<file path="config.mk">
export PLATFORM = sky130hd
export DESIGN_NAME = uart_rx_deframer
export DESIGN_NICKNAME = d
export VERILOG_FILES = /design/src/rtl/uart_rx_deframer.sv
export SDC_FILE = /design/constraint.sdc
export NUM_CORES = 1
export LEC_CHECK = 0
export CAP_MARGIN = 20
export CORE_UTILIZATION = 55
export DETAILED_ROUTE_END_ITERATION = 12
export DONT_BUFFER_PORTS = 1
export MAX_ROUTING_LAYER = met4
export PLACE_DENSITY = 0.73
export SETUP_SLACK_MARGIN = 0.15
export SYNTH_ARGS = -nofsm -noshare
export SYNTH_HDL_FRONTEND = slang
export SYNTH_SLANG_ARGS = --single-unit
</file>
<file path="constraint.sdc">
create_clock -name Clock -period 1.7 [get_ports Clock]
set_clock_uncertainty 0.05 [all_clocks]
set_input_delay 0.17 -clock Clock [delete_from_list [all_inputs] [get_ports Clock]]
set_output_delay 0.17 -clock Clock [all_outputs]
set_load 0.02 [all_outputs]
</file>
<file path="src/rtl/uart_rx_deframer.sv">
// rtl/uart_rx_deframer.sv - UART receive deframer driven by bit-centre toggles from the baud sampling stage
// Samples the synchronised line on each BaudOut edge and assembles start/data/parity/stop into a byte.
module uart_rx_deframer #(
  parameter int DATA_WIDTH  = 8,
  parameter int SYNC_STAGES = 2
) (
  input  logic                  Clock,
  input  logic                  ResetN,
  input  logic                  DataTx,
  input  logic                  BaudOut,
  input  logic                  ParityType,
  output logic [DATA_WIDTH-1:0] RxData,
  output logic                  Done,
  output logic                  ParityError,
  output logic                  StopError,
  output logic                  Busy
);

  localparam int CW = $clog2(DATA_WIDTH + 1);

  typedef enum logic [1:0] {IDLE, DATA, PARITY, STOP} state_t;

  state_t                  state, stateNext;
  logic [SYNC_STAGES-1:0]  syncQ;
  logic                    baudOutQ;
  logic                    tick;
  logic                    rxBit;
  logic [DATA_WIDTH-1:0]   shreg, shregNext;
  logic [CW-1:0]           count, countNext;
  logic                    parityTypeQ, parityTypeNext;
  logic                    pbit, pbitNext;
  logic [DATA_WIDTH-1:0]   rxDataNext;
  logic                    doneNext, parityErrorNext, stopErrorNext;

  assign tick  = BaudOut ^ baudOutQ;
  assign rxBit = syncQ[SYNC_STAGES-1];
  assign Busy  = (state != IDLE);

  // Synchroniser resets to ones so the line looks idle coming out of reset.
  always_ff @(posedge Clock or negedge ResetN) begin
    if (!ResetN) begin
      syncQ    <= '1;
      baudOutQ <= 1'b0;
    end else begin
      syncQ    <= {syncQ[SYNC_STAGES-2:0], DataTx};
      baudOutQ <= BaudOut;
    end
  end

  always_ff @(posedge Clock or negedge ResetN) begin
    if (!ResetN) begin
      state       <= IDLE;
      shreg       <= '0;
      count       <= '0;
      parityTypeQ <= 1'b0;
      pbit        <= 1'b0;
      RxData      <= '0;
      Done        <= 1'b0;
      ParityError <= 1'b0;
      StopError   <= 1'b0;
    end else begin
      state       <= stateNext;
      shreg       <= shregNext;
      count       <= countNext;
      parityTypeQ <= parityTypeNext;
      pbit        <= pbitNext;
      RxData      <= rxDataNext;
      Done        <= doneNext;
      ParityError <= parityErrorNext;
      StopError   <= stopErrorNext;
    end
  end

  always_comb begin
    stateNext       = state;
    shregNext       = shreg;
    countNext       = count;
    parityTypeNext  = parityTypeQ;
    pbitNext        = pbit;
    rxDataNext      = RxData;
    doneNext        = 1'b0;
    parityErrorNext = ParityError;
    stopErrorNext   = StopError;
    case (state)
      IDLE: begin
        // A high sample here is an idle toggle or the trailing toggle after a stop bit.
        if (tick && !rxBit) begin
          stateNext      = DATA;
          countNext      = '0;
          parityTypeNext = ParityType;
        end
      end
      DATA: begin
        if (tick) begin
          shregNext = {rxBit, shreg[DATA_WIDTH-1:1]};
          if (count == CW'(DATA_WIDTH - 1)) begin
            countNext = '0;
            stateNext = PARITY;
          end else begin
            countNext = count + 1'b1;
          end
        end
      end
      PARITY: begin
        if (tick) begin
          pbitNext  = rxBit;
          stateNext = STOP;
        end
      end
      STOP: begin
        if (tick) begin
          rxDataNext      = shreg;
          parityErrorNext = (^shreg) ^ pbit ^ parityTypeQ;
          stopErrorNext   = ~rxBit;
          doneNext        = 1'b1;
          stateNext       = IDLE;
        end
      end
      default: stateNext = IDLE;
    endcase
  end

endmodule

</file>
# After elaboration in Yosys (flattened, before gate mapping)
# Index checks and enable logic that the tools add are counted.
dict set report word_totals {
  reg_bits 30
  latchBits 0
  ram_bits 0
  mem_bits_ro 0
  inputBits 5
  output_inout_bits 12
  word_cells 49
  mem_count 0
}
dict set report classes {
  n_addsub 1
  n_mul 0
  n_div 0
  n_lt_le_gt_ge 0
  n_eq_ne 9
  shifts 0
  n_mux 12
  bitwise 4
  reduce_logical 12
}
# op n
set ops {}
lappend ops {{two-way mux 4 bit} 3}
lappend ops {{two-way mux 2 bit} 5}
lappend ops {{inequality test 2 bit, second input constant} 5}
lappend ops {{case mux 2 bit (4 select lines)} 1}
lappend ops {{case mux 4 bit (2 select lines)} 1}
lappend ops {{AND reduction 2 bit} 4}
lappend ops {{parity 8 bit} 1}
lappend ops {{AND reduction 5 bit} 1}
lappend ops {{adder 4 x 1 -> 4 bit, second input constant} 1}
lappend ops {{== test 2 bit, second input constant} 2}
lappend ops {{== test 4 x 3 -> 1 bit, second input constant} 1}
lappend ops {{nonzero test 2 bit} 2}
lappend ops {{AND reduction 3 bit} 1}
lappend ops {{bitwise XOR 1 bit} 3}
lappend ops {{== test 2 x 1 -> 1 bit, second input constant} 1}
lappend ops {{logical NOT 2 bit} 1}
lappend ops {{two-way mux 1 bit} 2}
lappend ops {{logical AND 1 bit} 1}
lappend ops {{logical NOT 1 bit} 1}
lappend ops {{NOT 1 bit} 1}

# Logic depth before layout (Yosys ltp)
dict set report logic_depth {
  word_depth 4
  mapped_depth 7
  depth_no_buf 6
}

# Worst setup path before layout
# OpenSTA, ideal clock, no wires.
dict set report synth_timing {
  path_kind {reg-to-reg}
  startpoint {register state[1]}
  endpoint {register state[1]}
  setup_time_ps 125
  t_arrival_ps 1475
  t_required_ps 1525
  slack_ps 50
  stages_incl_launch_ff 8
  n_path_buf 1
  period_less_slack_ps 1650
  cell_sequence {dfrtp_1 > inv_1 > ha_1 > buf_2 > inv_1 > a31oi_1 > nand3b_1 > mux2_2}
}
dict set report synth_via {
  elab_chain_len 3
  word_cells_on_any_way 11
  cone_classes {eq/ne: 8; mux: 1; reduce/logical: 2}
}
# item line_no
set synth_rtl {}
lappend synth_rtl {{start: declaration} 23} ;# state_t state, stateNext;
lappend synth_rtl {{start signal: assignment} 62} ;# state <= stateNext;
lappend synth_rtl {{== test 2 x 1 -> 1 bit, or another cell as far along} 84} ;# case (state)
lappend synth_rtl {{inequality test 2 bit (no line)} n/a}
lappend synth_rtl {{AND reduction 5 bit (no line)} n/a}
# Several ways; a longest one is shown, not always the timed one.
# A chain may end at the register's enable or synchronous reset.

# Worst setup path in the final report
# Same ends and word-level chain as after synthesis.

==> reports/qor.yml <==
pwr-share-comb_pct: 45.6
syn_to_final_growth_pct: 21.9
core_sq_mm: 0.00230
p_leak_nw: 0.778
synthArstFlopShare_pct: 100
p_clk_share_pct: 12.6
synth-seq-cells: 30
drive_above_1_share_pct: 43.4
grt_pass1_vias: 832
grt_antenna_before_repair: 0
synth_cell_types: 29
syn_inst: 103
relSlewSlack_pct: 78.5
clockBufferDepth: 2
grt_pass1_wl_mm: 3.86
drtIter0Drc: 13
avgRoutedWirePerCell_um: 17.3
syn-cell-area_sq_mm: 0.00139
slew_viol_final: 0
arrival_ps: 1780
place.gp.congestion: 0.740
finalWorstSetupSlack_ps: 90.1
grt_overflow: 0
hold_viol: 0
ys_seq_area_share_pct: 54.4
finalSetupViolations: 0
cp-start-kind: "register"
fillers: 139
min_path_type: "input port to register"
cts_root_buffer: "clkbuf_4"
cts_tree: "yes"
die_w_um: 52.2
peakVddDrop_v: 0.00134
switching_power_mw: 1.33
setup_tns_ps: 0
total_power_mw: 3.53
dp_hpwl_mm: 1.43
power_density_mw_per_mm2: 2090
critPathKind: "register to register"
cts_num_sinks: 30
pin_count: 17
cp_slowest_stage_delay_ps: 480
path_cells: "inv_4, ha_4, inv_2, a31oi_4, nand3b_1, mux2_4"
finalCriticalPeriod_ps: 1610
power.internal_mw: 2.20
clkTransAtPathRegs_ps: 90
synth_edf_count: 0
vias: 864
max_cap_viol_count: 0
slowest_stage: "dfrtp_2"
die_h_um: 52.2
period_share_pct: 94.7
start_util_pct: 60.3
nNetsFinal: 132
yosys.area.top_type_share_pct: 50.6
grt_max_degree: 31
antennaDiodeCount: 0
syn_avg_cell_area_sq_um: 13.4
die-area_sq_mm: 0.00272
drtAntennaViolNets: 0
grt_usage_pct: 21.4
route.detailed.drc: 0
drt_wl_total_mm: 2.60
status: "complete, no violations"
seq_power_share_pct: 41.9
synth_nets: 114
path_max_fanout: 4
yosys.area.top_type: "dfrtp_1"
fin_util_pct: 73.5
dp_slack_ps: 47.9
whs_ps: 156
drt_pre_antenna_iters: 4
synthTopCellsByArea: "dfrtp_1 51%, mux2_2 11%, ha_1 5.4%"
num_rows: 17
cts-htree-levels: 2
tightest_slew_ps: 321
yosys_warnings: 0
grt_setup_unrepaired: "true"
switching_share_pct: 37.7
timing.fmax_mhz: 621
synth_top_flop_cell: "dfrtp_1"
vias_per_cell: 5.76
crit_required_ps: 1870
numCtsBuffers: 5
endpoint_kind: "register"
clock_latency_ps: 330
port_buffers: 0
power by group through the flow:
stage,logic (mW),registers (mW),clock network [mW]
global placement,1.23,1.45,0
global route,1.75,1.53,0.487
floorplan,1.14,1.39,0
CTS,1.38,1.45,0.458
detailed placement,1.26,1.47,0
finish,1.61,1.48,0.443
critical path, delay by kind of cell, from the launching register on:
family                   cells  cell delay, ps
buffers and inverters        2             150
AND/OR/NAND/NOR              1             210
flip-flops                   1             480
AO/OA/AOI/OAI                1             140
multiplexers                 1             320
adder cells (fa/ha/maj)      1             150
synthesized netlist by cell type, types with 2 or more instances:
| master | n |
|---|---|
| o21ai_0 | 4 |
| nand3_1 | 3 |
| dfstp_2 | 2 |
| mux2_4 | 5 |
| mux2_2 | 14 |
| mux2i_1 | 2 |
| inv_1 | 6 |
| dfrtp_1 | 28 |
| xnor2_1 | 7 |
| nand2_1 | 8 |
| ha_1 | 6 |
worst paths after layout:
| check | end | slack [ps] | depth (start not counted) | from |
|---|---|---|---|---|
| worst min-delay path | pbit | 160 | 3 | BaudOut |
| max in group asynchronous | syncQ[0] | 1140 | 2 | ResetN |
| worst max-delay path | state[1] | 90 | 6 | state[1] |
| min in group asynchronous | StopError | 220 | 2 | ResetN |
| worst max register to register | state[1] | 90 | 6 | state[1] |
| worst min register to register | syncQ[1] | 310 | 0 | syncQ[0] |
what timing repair did:
item | 4_1_cts | 5_1_grt
hold buffers | 5 | 0
gates resized for setup | 2 | 16
pin swaps | 2 | 7
endpoints found under the hold margin | 33 | 0
setup buffers | 4 | 3
endpoints found under the setup margin | 3 | 21
per-stage QoR:
stage	cells	area, sq um
floorplan	103	1410
global placement	130	1430
detailed placement	130	1430
CTS	147	1590
global route	150	1690
finish	150	1690
final cells by class:
cell class	count	area, sq um	area share (%)
multi-input cells	65	686	40.6
inverters	6	25.0	1.48
flip-flops and latches	30	754	44.7
well taps	28	35.0	2.08
clock buffers	7	55.1	3.26
clock inverters	1	5.00	0.297
repair buffers	13	128	7.56
registers in the layout (all words and copies together) (netlist names):
signal and flops:
RxData 8, shreg 8, count 4, state 2
syncQ 2, Done 1, ParityError 1, StopError 1
baudOutQ 1, parityTypeQ 1, pbit 1
cell families (layout without fill, tap and decap cells):
logic type      count (synthesis)  count (layout)  synth area share (%)
compound gates                 11              11                  5.15
xor+xnor                       10              10                  7.86
fa+ha+maj                       6               6                  5.42
buf+inv                         8              27                  2.80
flops                          30              30                  54.4
mux                            21              21                  18.2
simple gates                   17              17                  6.14
cells in the final DEF (no fill, tap or decap), types with 2 or more instances in the layout:
| master | instances |
|---|---|
| dfrtp_1 | 27 |
| mux2_2 | 13 |
| nand2_1 | 8 |
| mux2_4 | 6 |
| xnor2_1 | 6 |
| buf_4 | 6 |
| clkbuf_4 | 5 |
| o21ai_0 | 4 |
| dlygate4sd3_1 | 4 |
| inv_2 | 3 |
| nand3_1 | 3 |
| ha_4 | 3 |
| nand2_4 | 2 |
| inv_1 | 2 |
| mux2i_1 | 2 |
| ha_1 | 2 |
| buf_6 | 2 |
| dfstp_2 | 2 |
per-layer routing:
layer	share of wire (%)	track usage [%]
met1	42	25.5
met2	48	32.5
met3	5.9	5.80
met4	3.0	13.2
met5	0	-
No activity file was read; power rests on OpenSTA's default activity.
